==> src/rtl/approx_error_scanner_if.sv <==
// Bundle between the error scanner and the exact/approximate circuit harness.
// The master side drives control and the circuit outputs; the slave side is the scanner.
interface approx_error_scanner_if #(
  parameter int unsigned N_IN  = 4,
  parameter int unsigned W_OUT = 3
);
  logic              start;
  logic              abort;
  logic [N_IN-1:0]   vec_out;
  logic [W_OUT-1:0]  exact_in;
  logic [W_OUT-1:0]  approx_in;
  logic              busy;
  logic              done;
  logic              pass;
  logic [W_OUT-1:0]  max_err;
  logic [N_IN:0]     err_count;
  logic              fail_seen;
  logic [N_IN-1:0]   fail_vec;

  modport master (
    output start, abort, exact_in, approx_in,
    input  vec_out, busy, done, pass, max_err, err_count, fail_seen, fail_vec
  );

  modport slave (
    input  start, abort, exact_in, approx_in,
    output vec_out, busy, done, pass, max_err, err_count, fail_seen, fail_vec
  );
endinterface

==> src/rtl/approx_error_scanner.sv <==
// Walks every input vector through an exact and an approximate circuit and
// accumulates max |error|, count of erroneous vectors and first threshold violation.
module approx_error_scanner #(
  parameter int unsigned N_IN         = 4,
  parameter int unsigned W_OUT        = 3,
  parameter int unsigned ET           = 3,
  parameter int unsigned STOP_ON_FAIL = 0
) (
  input  logic                    clk,
  input  logic                    rst_n,
  approx_error_scanner_if.slave   bus
);

  typedef enum logic [1:0] {IDLE = 2'd0, SCAN = 2'd1, DONE = 2'd2} state_t;

  state_t           state, state_nx;
  logic [N_IN-1:0]  vec_q, vec_nx, fvec_q, fvec_nx;
  logic [W_OUT-1:0] max_q, max_nx, err;
  logic [N_IN:0]    cnt_q, cnt_nx;
  logic             fseen_q, fseen_nx, pass_q, pass_nx;
  logic             over_et, first_fail;

  always_comb begin
    err        = (bus.exact_in >= bus.approx_in) ? bus.exact_in - bus.approx_in
                                                 : bus.approx_in - bus.exact_in;
    over_et    = 32'(err) > ET;
    first_fail = over_et && !fseen_q;

    state_nx = state;
    vec_nx   = vec_q;
    max_nx   = max_q;
    cnt_nx   = cnt_q;
    fseen_nx = fseen_q;
    fvec_nx  = fvec_q;
    pass_nx  = pass_q;

    unique case (state)
      IDLE: begin
        if (bus.start && !bus.abort) begin
          state_nx = SCAN;
          vec_nx   = '0;
          max_nx   = '0;
          cnt_nx   = '0;
          fseen_nx = 1'b0;
          fvec_nx  = '0;
          pass_nx  = 1'b0;
        end
      end
      SCAN: begin
        // an aborting edge leaves the partial results exactly as they were
        if (bus.abort) begin
          state_nx = IDLE;
          pass_nx  = 1'b0;
        end else begin
          if (err > max_q) max_nx = err;
          if (err != '0)   cnt_nx = cnt_q + (N_IN+1)'(1);
          if (first_fail) begin
            fseen_nx = 1'b1;
            fvec_nx  = vec_q;
          end
          // vec_out freezes on the final (or first failing) vector
          if (vec_q == '1 || (STOP_ON_FAIL != 0 && first_fail)) begin
            state_nx = DONE;
            pass_nx  = 32'(max_nx) <= ET;
          end else begin
            vec_nx = vec_q + N_IN'(1);
          end
        end
      end
      DONE: begin
        state_nx = IDLE;
        if (bus.abort) pass_nx = 1'b0;
      end
      default: state_nx = IDLE;
    endcase
  end

  always_ff @(posedge clk) begin
    if (!rst_n) begin
      state   <= IDLE;
      vec_q   <= '0;
      max_q   <= '0;
      cnt_q   <= '0;
      fseen_q <= 1'b0;
      fvec_q  <= '0;
      pass_q  <= 1'b0;
    end else begin
      state   <= state_nx;
      vec_q   <= vec_nx;
      max_q   <= max_nx;
      cnt_q   <= cnt_nx;
      fseen_q <= fseen_nx;
      fvec_q  <= fvec_nx;
      pass_q  <= pass_nx;
    end
  end

  assign bus.vec_out   = vec_q;
  assign bus.busy      = (state == SCAN);
  assign bus.done      = (state == DONE);
  assign bus.pass      = pass_q;
  assign bus.max_err   = max_q;
  assign bus.err_count = cnt_q;
  assign bus.fail_seen = fseen_q;
  assign bus.fail_vec  = fvec_q;

endmodule

==> src/flat_wrapper.sv <==
// flat-port wrapper written by rule: the top's interface ports become plain ports
module approx_error_scanner_flat 
#(
  parameter int unsigned N_IN         = 4,
  parameter int unsigned W_OUT        = 3,
  parameter int unsigned ET           = 3,
  parameter int unsigned STOP_ON_FAIL = 0
)
  (clk, rst_n, bus_start, bus_abort, bus_exact_in, bus_approx_in, bus_vec_out, bus_busy, bus_done, bus_pass, bus_max_err, bus_err_count, bus_fail_seen, bus_fail_vec);
  approx_error_scanner_if #(.N_IN(N_IN), .W_OUT(W_OUT)) bus_i ();
  input  logic clk;
  input  logic rst_n;
  input wire logic [$bits(bus_i.start)-1:0] bus_start;
  input wire logic [$bits(bus_i.abort)-1:0] bus_abort;
  input wire logic [$bits(bus_i.exact_in)-1:0] bus_exact_in;
  input wire logic [$bits(bus_i.approx_in)-1:0] bus_approx_in;
  output wire logic [$bits(bus_i.vec_out)-1:0] bus_vec_out;
  output wire logic [$bits(bus_i.busy)-1:0] bus_busy;
  output wire logic [$bits(bus_i.done)-1:0] bus_done;
  output wire logic [$bits(bus_i.pass)-1:0] bus_pass;
  output wire logic [$bits(bus_i.max_err)-1:0] bus_max_err;
  output wire logic [$bits(bus_i.err_count)-1:0] bus_err_count;
  output wire logic [$bits(bus_i.fail_seen)-1:0] bus_fail_seen;
  output wire logic [$bits(bus_i.fail_vec)-1:0] bus_fail_vec;
  assign bus_i.start = bus_start;
  assign bus_i.abort = bus_abort;
  assign bus_i.exact_in = bus_exact_in;
  assign bus_i.approx_in = bus_approx_in;
  assign bus_vec_out = bus_i.vec_out;
  assign bus_busy = bus_i.busy;
  assign bus_done = bus_i.done;
  assign bus_pass = bus_i.pass;
  assign bus_max_err = bus_i.max_err;
  assign bus_err_count = bus_i.err_count;
  assign bus_fail_seen = bus_i.fail_seen;
  assign bus_fail_vec = bus_i.fail_vec;
  approx_error_scanner #(.N_IN(N_IN), .W_OUT(W_OUT), .ET(ET), .STOP_ON_FAIL(STOP_ON_FAIL)) u_core (.clk(clk), .rst_n(rst_n), .bus(bus_i));
endmodule
==> config.mk <==
export PLATFORM = sky130hd
export DESIGN_NAME = approx_error_scanner_flat
export DESIGN_NICKNAME = d
export VERILOG_FILES = /design/src/rtl/approx_error_scanner_if.sv /design/src/rtl/approx_error_scanner.sv /design/src/flat_wrapper.sv
export SDC_FILE = /design/constraint.sdc
export NUM_CORES = 1
export LEC_CHECK = 0
export ABC_AREA = 1
export CELL_PAD_IN_SITES_DETAIL_PLACEMENT = 2
export CELL_PAD_IN_SITES_GLOBAL_PLACEMENT = 2
export CORE_AREA = 2 2 73 75
export DETAILED_ROUTE_END_ITERATION = 12
export DIE_AREA = 0 0 75 77
export GPL_ROUTABILITY_DRIVEN = 0
export PLACE_DENSITY = 0.84
export RECOVER_POWER = 25
export SLEW_MARGIN = 20
export SYNTH_ARGS = -nofsm -noshare
export SYNTH_HDL_FRONTEND = slang
export SYNTH_SLANG_ARGS = --single-unit
export TNS_END_PERCENT = 30
==> constraint.sdc <==
create_clock -name clk -period 3.53 [get_ports clk]
set_clock_uncertainty 0.15 [all_clocks]
set_input_delay 0.706 -clock clk [delete_from_list [all_inputs] [get_ports clk]]
set_output_delay 0.706 -clock clk [all_outputs]
set_load 0.1 [all_outputs]
==> impl_metrics.py, run 1 <==
metrics = {
    "sta": {
        "hold_viol_final": 0,
        "fin_tns_setup_ps": 0,
        "setup_viol": 0,
        "fin_crit_sh": 0.9334,
        "rsz0062_at_grt": "no",
        "tightest_slew_ps": 1196,
        "maxSlewHeadroom": 0.2063,
        "fmax_mhz": 303.5,
        "final.min_clock_period_ps": 3295,
        "drv_slew": 0,
    },
    "global_routing": {
        "first_global_vias": 1279,
        "grtUsageMet1": 0.1752,
        "grt_pass1_wl_um": 6258,
        "antenna_found_initial": 0,
        "grt_use_met2": 0.2456,
        "grt_max_degree": 15,
        "gr-total-overflow": 0,
        "grt_busiest_layer": "met2",
        "met3_usage": 0.03285,
        "grt_usage": 0.1375,
    },
    "synthesis": {
        "yosysWarnings": 0,
        "syn-num-nets": 194,
        "synth-seq-cells": 20,
        "ys_seq_area_frac": 0.3104,
        "syn-instance-count": 173,
        "synth_area_per_cell_um2": 7.457,
        "netlist_area_um2": 1290,
        "synth_cell_types": 27,
    },
    "cells_and_area": {
        "area_growth_pct": 27.16,
        "fin_area_um2": 1640,
        "final_nets": 230,
        "multi_input_area_um2": 773.2,
        "diodes": 0,
        "finish.utilization": 0.3296,
        "n_fill_cell": 613,
        "seq_area_um2": 400.4,
        "drive_gt1_frac": 0.2029,
    },
    "die": {
        "die_h_um": 77,
        "fp.dieW_um": 75,
        "initial_core_util": 0.2592,
        "core_um2": 4977,
        "ios": 30,
        "dieArea_um2": 5775,
        "rows": 26,
    },
    "route": {
        "drtPass1Iterations": 4,
        "avgViaCountPerCell": 4.451,
        "drc": 0,
        "final_antenna_net_count": 0,
        "drt_iter0_drc": 23,
        "wl_um": 3699,
        "wl_per_cell_um": 13.35,
        "vias": 1233,
    },
    "worst_setup_path": {
        "worstPathMaxFanout": 3,
        "end_kind": "flip-flop",
        "worstSetupPathType": "in -> reg",
        "start_kind": "input port",
        "worstPathArrival_ps": 3270,
        "cp.required_ps": 3510,
    },
    "clock_tree": {
        "cts_max_level": 1,
        "hold_buffers": 0,
        "cts_setup_buffers": 0,
        "postCtsResizedCells": 0,
        "clockBufferDepth": 2,
        "cts_root_buffer": "clkbuf_8",
        "cts.sinks": 20,
        "cts_buffers": 3,
        "clk_pin_slew_ps": 80,
        "cts_tree": "built",
        "clk_latency_ps": 260,
    },
    "pwr": {
        "p_per_area_nw_per_um2": 371.5,
        "swShare": 0.3809,
        "power_frac_seq": 0.394,
        "p_switching_uw": 232.1,
        "power_uw": 609.4,
        "power.leakage_nw": 0.7242,
        "clockPowerShare": 0.249,
        "pwr-share-comb": 0.357,
        "vdd_drop_max_v": 0.0001247,
        "power.internal_uw": 377.2,
    },
    "status": {
        "status": "completed",
    },
    "flow_run": {
        "drv_cap": 0,
    },
    "placed_design": {
        "post-dp-hpwl_um": 3005,
        "port_buffers": 29,
        "placed_area_um2": 1637,
    },
    "hold_path": {
        "min_path_type": "reg -> reg",
    },
}
[synth_stat cells]
cell,instances,area (µm²)
nand2_1,32,120.1
or2_2,2,12.51
o21ai_0,2,10.01
nand4_1,5,31.28
nor2_1,15,56.30
nand3_1,14,70.07
fa_1,2,40.04
xor2_1,3,26.28
nor2_8,1,20.02
a21oi_1,12,60.06
o21ai_1,1,5.000
inv_1,26,97.59
inv_2,4,15.01
clkbuf_1,1,3.750
nand3_2,1,10.01
dfxtp_1,20,400.4
a211oi_1,1,7.510
nor3_1,1,5.000
nand3_4,1,17.52
a211oi_2,1,12.51
xnor2_1,1,8.760
a22oi_1,1,7.510
nand3b_1,1,7.510
a21oi_2,5,43.79
ha_1,9,112.6
nand2_4,4,45.04
nand2_2,7,43.79
[power groups by stage]
stage	combinational [mW]	clock (mW)	sequential, mW
floorplan	0.115	0	0.289
CTS	0.226	0.159	0.240
global route	0.240	0.166	0.241
global placement	0.217	0	0.245
finish	0.218	0.152	0.240
detailed placement	0.225	0	0.245
[critical path, stage by stage]
cell and delay (ps):
clkdlybuf4s50_1 420, inv_1 70, ha_1 140, inv_1 50, fa_1 400, inv_1 70, nand2_1 40, nand2_1 60
nand3_1 130, nand2_4 110, inv_2 40, ha_1 310, a21oi_1 170, a22oi_1 120, or2_2 310, nand3_1 70
a21oi_1 50
[cells by family (layout without fill, tap and decap cells)]
| group | Yosys count | after routing | synth area share |
|---|---|---|---|
| xor gates and xnor gates | 4 | 4 | 0.02716 |
| AOI/OAI and AO/OA | 23 | 23 | 0.1135 |
| DFF | 20 | 20 | 0.3104 |
| adders and majority gates | 11 | 11 | 0.1183 |
| and+or+nand+nor | 84 | 84 | 0.3404 |
| buffers and inverters | 31 | 65 | 0.09019 |
[layout by cell type, fill, tap and decap left out, types with 2 or more instances in the layout]
cell and instances:
nand3_1 14, o21ai_0 2, buf_4 13, nand2_4 4
inv_2 4, inv_1 26, clkbuf_1 10, nand2_2 7
clkbuf_8 3, nand2_1 32, or2_2 2, nor2_1 15
nand4_1 5, a21oi_2 5, fa_1 2, ha_1 9
clkdlybuf4s50_1 9, xor2_1 3, dfxtp_1 20, a21oi_1 12
[final cells by class]
| class | count | area share |
|---|---|---|
| clock buffers | 3 | 0.02517 |
| inverters | 30 | 0.06865 |
| multi-input cells | 122 | 0.4714 |
| flip-flops and latches | 20 | 0.2441 |
| well taps | 70 | 0.05339 |
| repair buffers | 32 | 0.1373 |
[metal layers]
layer / wire [µm] / share of wire
met1: 1635 / 0.44
met2: 1961 / 0.53
met3: 102 / 0.028
met4: 0 / 0
met5: 0 / 0
[path summary, 6_finish.rpt]
| check | start | endpoint | slack, ps | depth (start not counted) |
|---|---|---|---|---|
| max | bus_approx_in[0] | u_core.bus.max_err[2] | 230 | 17 |
| min | u_core.bus.fail_vec[0] | u_core.bus.fail_vec[0] | 320 | 2 |
| max reg2reg | u_core.bus.max_err[2] | u_core.bus.max_err[2] | 1740 | 7 |
| min reg2reg | u_core.bus.fail_vec[0] | u_core.bus.fail_vec[0] | 320 | 2 |
[sequential cells by signal, indices dropped and copies added, names as in the netlist]
| name | cells |
|---|---|
| u_core.bus.err_count | 5 |
| u_core.bus.fail_seen | 1 |
| u_core.bus.fail_vec | 4 |
| u_core.bus.max_err | 3 |
| u_core.bus.pass | 1 |
| u_core.bus.vec_out | 4 |
| u_core.state | 2 |
[per-stage QoR]
stage	setup WS, ps	std cells	hold WS [ps]
after floorplan	587.7	173	411.8
after global placement	37.35	274	305.7
after detailed placement	-77.59	274	310.6
after CTS	197.5	277	322.5
after global routing	35.61	277	348.7
final	235.0	277	318.9
Note: power is estimated with default switching activity, not from simulation.
==> run 2: changes to the inputs <==
--- a/config.mk
+++ b/config.mk
@@ -6,6 +6,7 @@
 export NUM_CORES = 1
 export LEC_CHECK = 0
 export ABC_AREA = 1
+export CAP_MARGIN = 20
 export CELL_PAD_IN_SITES_DETAIL_PLACEMENT = 2
 export CELL_PAD_IN_SITES_GLOBAL_PLACEMENT = 2
 export CORE_AREA = 2 2 73 75
@@ -13,7 +14,7 @@
 export DIE_AREA = 0 0 75 77
 export GPL_ROUTABILITY_DRIVEN = 0
 export PLACE_DENSITY = 0.84
-export RECOVER_POWER = 25
+export RECOVER_POWER = 50
 export SLEW_MARGIN = 20
 export SYNTH_ARGS = -nofsm -noshare
 export SYNTH_HDL_FRONTEND = slang
==> impl_metrics.py, run 2 (synthesized netlist as in run 1, its figures left out) <==
metrics = {
    "worst_setup_path": {
        "critPathMaxStageDelay_ps": 420,
        "worstPathArrival_ps": 3280,
        "worstPathMaxFanout": 3,
        "crit_slowest_cell": "clkdlybuf4s50_1",
        "rrSetupSlack_ps": 1530,
        "end_kind": "flip-flop",
        "start_kind": "input port",
        "regToRegEndpoint": "u_core.bus.fail_seen",
        "cp.required_ps": 3510,
        "crit_path_frequent_cell": "inv_1",
        "cp_cell_sequence": "clkdlybuf4s50_1 -> inv_1 -> ha_1 -> inv_1 -> fa_1 -> inv_1 -> nand2_1 -> nand2_1 -> nand3_1 -> nand2_4 -> inv_2 -> ha_1 -> a21oi_1 -> a22oi_1 -> or2_2 -> nand3_1 -> a21oi_1",
        "r2r-start": "u_core.state[0]",
        "worstSetupPathType": "in -> reg",
        "reg2regPathDepth": 7,
    },
    "die": {
        "fp.dieW_um": 75,
        "initial_core_util": 0.2592,
        "die_h_um": 77,
        "dieArea_um2": 5775,
        "ios": 30,
        "core_um2": 4977,
        "rows": 26,
    },
    "route": {
        "wl_um": 3704,
        "vias": 1237,
        "drc": 0,
        "drt_iter0_drc": 32,
        "final_antenna_net_count": 0,
        "drtPass1Iterations": 4,
        "wl_per_cell_um": 13.37,
        "avgViaCountPerCell": 4.466,
    },
    "clock_tree": {
        "cts_buffers": 3,
        "clk_latency_ps": 260,
        "cts_setup_buffers": 0,
        "cts_tree": "built",
        "cts_root_buffer": "clkbuf_8",
        "postCtsResizedCells": 0,
        "cts_max_level": 1,
        "clockBufferDepth": 2,
        "hold_buffers": 0,
        "cts.sinks": 20,
        "clk_pin_slew_ps": 80,
    },
    "cells_and_area": {
        "n_fill_cell": 622,
        "diodes": 0,
        "largest_reg_flops": 5,
        "layout_commonest_cell": "nand2_1",
        "finish.utilization": 0.3200,
        "drive_gt1_frac": 0.1594,
        "layout_common_cells": "nand2_1, inv_1, dfxtp_1, clkbuf_1, nor2_1",
        "area_growth_pct": 23.47,
        "final_nets": 230,
    },
    "global_routing": {
        "grt_max_degree": 15,
        "grtUsageMet1": 0.1752,
        "gr-total-overflow": 0,
        "grt_pass1_wl_um": 6258,
        "antenna_found_initial": 0,
        "grt_busiest_layer": "met2",
        "met3_usage": 0.03285,
        "grt_use_met2": 0.2456,
        "grt_usage": 0.1375,
        "first_global_vias": 1279,
    },
    "placed_design": {
        "port_buffers": 29,
        "post-dp-hpwl_um": 3005,
        "dpl_worst_slack_ps": -77.59,
    },
    "hold_path": {
        "min_path_cells": 2,
        "worstHoldStart": "u_core.bus.fail_vec[0]",
        "min_path_type": "reg -> reg",
        "hold_end": "u_core.bus.fail_vec[0]",
    },
    "sta": {
        "fmax_mhz": 303.2,
        "final.min_clock_period_ps": 3298,
        "drv_slew": 0,
        "fin_crit_sh": 0.9344,
        "fin_ws_ps": 231.5,
        "maxSlewHeadroom": 0.2063,
        "hold_viol_final": 0,
        "setup_viol": 0,
        "rsz0062_at_grt": "no",
        "tightest_slew_ps": 1196,
    },
    "pwr": {
        "power.leakage_nw": 0.6790,
        "vdd_drop_max_v": 0.0001247,
        "p_per_area_nw_per_um2": 380.2,
    },
    "flow_run": {
        "drv_cap": 0,
    },
    "status": {
        "status": "completed",
    },
}
-- run 2: changes by cell type in the layout (fill, tap and decap cells not counted), sizes merged --
cell and change:
clkbuf +7, buf -7, clkdlybuf4s50 -1, dlygate4sd3 +1
-- run 2: worst max-delay path by stage --
stage                                 from               endpoint  slack, ps  depth (start not counted)
after floorplan           bus_approx_in[0]  u_core.bus.max_err[2]        590                         16
after global placement    bus_approx_in[0]        u_core.bus.pass         40                         16
after detailed placement  bus_approx_in[0]  u_core.bus.max_err[2]        -80                         17
after CTS                 bus_approx_in[0]  u_core.bus.max_err[2]        200                         17
after global routing      bus_approx_in[0]  u_core.bus.max_err[2]         30                         17
final                     bus_approx_in[0]  u_core.bus.max_err[2]        230                         17
-- run 2: per-stage QoR --
step / hold WS [ps] / cell area (µm²) / instances / total power [mW] / TNS [ps]
floorplan: 411.8 / 1290 / 173 / 0.4042 / 0
global placement: 305.7 / 1637 / 274 / 0.4618 / 0
detailed placement: 310.6 / 1637 / 274 / 0.4704 / -194.6
CTS: 322.5 / 1678 / 277 / 0.6252 / 0
global route: 348.7 / 1593 / 277 / 0.6429 / 0
finish: 318.9 / 1593 / 277 / 0.6056 / 0
-- run 2: cell type report --
cell class	instances	area (µm²)	area share
clock buffer	3	41.29	0.02592
inverter	30	112.6	0.07070
timing repair buffer	32	198.9	0.1249
sequential	20	400.4	0.2514
tap	70	87.58	0.05499
multi-input combinational	122	752.0	0.4721
-- run 2: worst max-delay path: cells and delay by family --
family                     cells  cell delay, ps
buffers and inverters          5             650
AOI/OAI and AO/OA              3             350
and+or+nand+nor                6             720
adders and majority gates      3             850
-- run 2: layer usage --
layer | routed length, µm | vias to the layer above
li1 | - | 621
met1 | 1637 | 599
met2 | 1944 | 17
met3 | 122 | 0
met4 | 0 | 0
met5 | 0 | -
-- run 2: where the power goes --
part | internal [mW] | switching, mW | leakage [nW]
Combinational | 0.0665 | 0.148 | 0.495
Sequential | 0.233 | 0.00712 | 0.162
Clock | 0.0760 | 0.0759 | 0.0216
==> run 3: changes to the inputs <==
--- a/config.mk
+++ b/config.mk
@@ -7,13 +7,13 @@
 export LEC_CHECK = 0
 export ABC_AREA = 1
 export CAP_MARGIN = 20
-export CELL_PAD_IN_SITES_DETAIL_PLACEMENT = 2
-export CELL_PAD_IN_SITES_GLOBAL_PLACEMENT = 2
-export CORE_AREA = 2 2 73 75
+export CELL_PAD_IN_SITES_DETAIL_PLACEMENT = 1
+export CELL_PAD_IN_SITES_GLOBAL_PLACEMENT = 1
+export CORE_AREA = 2 2 62 64
 export DETAILED_ROUTE_END_ITERATION = 12
-export DIE_AREA = 0 0 75 77
+export DIE_AREA = 0 0 64 66
 export GPL_ROUTABILITY_DRIVEN = 0
-export PLACE_DENSITY = 0.84
+export PLACE_DENSITY = 0.9
 export RECOVER_POWER = 50
 export SLEW_MARGIN = 20
 export SYNTH_ARGS = -nofsm -noshare
==> constraint.sdc (replaced) <==
create_clock -name clk -period 3.8 [get_ports clk]
set_clock_uncertainty 0.15 [all_clocks]
set_input_delay 0.76 -clock clk [delete_from_list [all_inputs] [get_ports clk]]
set_output_delay 0.76 -clock clk [all_outputs]
set_load 0.1 [all_outputs]
==> impl_metrics.py, run 3 (synthesized netlist as in run 1, its figures left out) <==
metrics = {
    "status": {
        "status": "completed",
    },
    "clock_tree": {
        "cts_setup_buffers": 0,
        "clockBufferDepth": 2,
        "postCtsResizedCells": 0,
        "cts_max_level": 1,
        "cts_buffers": 3,
        "clk_pin_slew_ps": 120,
        "cts_root_buffer": "clkbuf_4",
        "clk_latency_ps": 310,
        "cts_tree": "built",
        "hold_buffers": 0,
        "cts.sinks": 20,
    },
    "pwr": {
        "power_uw": 595.8,
        "power.internal_uw": 382.4,
        "power.leakage_nw": 0.7460,
        "vdd_drop_max_v": 0.0001269,
        "p_per_area_nw_per_um2": 359.6,
        "clockPowerShare": 0.301,
        "power_frac_seq": 0.374,
        "p_switching_uw": 213.3,
        "swShare": 0.3581,
        "pwr-share-comb": 0.325,
    },
    "worst_setup_path": {
        "cp.required_ps": 3890,
        "worstPathArrival_ps": 3540,
        "worstSetupPathType": "in -> reg",
        "reg2regPathDepth": 8,
        "start_kind": "input port",
        "end_kind": "flip-flop",
        "r2r-start": "u_core.bus.max_err[2]",
        "rrSetupSlack_ps": 1990,
        "regToRegEndpoint": "u_core.bus.max_err[2]",
        "worstPathMaxFanout": 6,
    },
    "sta": {
        "fin_crit_sh": 0.9063,
        "drv_slew": 0,
        "fmax_mhz": 290.4,
        "setup_viol": 0,
        "final.min_clock_period_ps": 3444,
        "tightest_slew_ps": 1176,
        "hold_slack_ps": 322.1,
        "maxSlewHeadroom": 0.2192,
        "hold_viol_final": 0,
        "rsz0062_at_grt": "no",
        "fin_tns_setup_ps": 0,
    },
    "cells_and_area": {
        "largest_reg_flops": 5,
        "finish.utilization": 0.4665,
        "final_nets": 227,
        "layout_common_cells": "nand2_1, inv_1, dfxtp_1, nand3_1, clkdlybuf4s50_1",
        "stdcell_count": 253,
        "area_growth_pct": 28.42,
        "layout_commonest_cell": "nand2_1",
        "drive_gt1_frac": 0.1317,
        "diodes": 0,
    },
    "route": {
        "dr_wl_met2_um": 1711,
        "wl_met3_um": 85,
        "wl_met1_um": 1573,
        "wl_um": 3394,
        "vias": 1235,
        "avgViaCountPerCell": 4.881,
        "drt_iter0_drc": 32,
        "wl_per_cell_um": 13.42,
        "drtPass1Iterations": 4,
        "final_antenna_net_count": 0,
        "routed.top_layer": "met4",
        "drc": 0,
    },
    "global_routing": {
        "grt_usage": 0.1732,
        "grt_pass1_wl_um": 5775,
        "antenna_found_initial": 0,
        "first_global_vias": 1273,
        "grt_max_degree": 15,
        "gr-total-overflow": 0,
    },
    "die": {
        "die_h_um": 66,
        "initial_core_util": 0.3633,
        "ios": 30,
        "rows": 22,
        "dieArea_um2": 4224,
        "core_um2": 3551,
        "fp.dieW_um": 64,
    },
    "hold_path": {
        "min_path_type": "reg -> reg",
        "worstHoldStart": "u_core.bus.fail_vec[3]",
        "hold_end": "u_core.bus.fail_vec[3]",
        "min_path_cells": 2,
    },
    "placed_design": {
        "post-dp-hpwl_um": 2594,
        "port_buffers": 29,
        "dp_cells": 249,
    },
    "flow_run": {
        "drv_cap": 0,
    },
}
[run 3: per-stage QoR]
stage | setup slack, ps | cell area, µm²
2_1_floorplan | 803.7 | 1290
3_3_place_gp | 232.7 | 1632
3_5_place_dp | 77.86 | 1632
4_1_cts | 345.8 | 1684
5_1_grt | 119.6 | 1657
6_report | 356.2 | 1657
[run 3: area by class of cell]
class	instances	area (µm²)
multi-input combinational	122	753.2
fill	448	1894
inverter	30	112.6
tap	48	60.06
clock inverter	1	30.03
sequential	20	400.4
clock buffer	3	22.52
timing repair buffer	29	277.8
[run 3: power by group through the flow]
stage          Sequential (mW)  Clock, mW  Combinational (mW)
3_3_place_gp             0.227          0               0.191
3_5_place_dp             0.228          0               0.197
6_report                 0.223      0.179               0.194
4_1_cts                  0.223      0.185               0.200
5_1_grt                  0.224      0.190               0.213
2_1_floorplan            0.269          0               0.107
[run 3: worst max-delay path by stage]
stage | start | endpoint | depth (start not counted)
final | bus_approx_in[0] | u_core.bus.max_err[2] | 18
after global routing | bus_approx_in[0] | u_core.bus.max_err[2] | 18
after CTS | bus_approx_in[0] | u_core.bus.max_err[2] | 18
after detailed placement | bus_approx_in[0] | u_core.bus.max_err[2] | 17
after global placement | bus_approx_in[0] | u_core.bus.max_err[2] | 17
after floorplan | bus_approx_in[0] | u_core.bus.max_err[2] | 16
[run 3: layer usage]
layer	GRT usage	up-vias
met1	0.2044	595
met5	0	-
li1	-	619
met4	0.04076	0
met2	0.3294	17
met3	0.02215	4
[run 3: worst max-delay path: stages]
cell and delay [ps]:
clkdlybuf4s50_1 440, inv_1 90, ha_1 140, inv_1 50
fa_1 400, inv_1 70, nand2_1 40, nand2_1 60
nand3_1 170, nand2_4 130, inv_2 70, ha_1 310
nand2_1 100, inv_1 40, a22oi_1 270, or2_2 180
nand3_1 70, a21oi_1 150
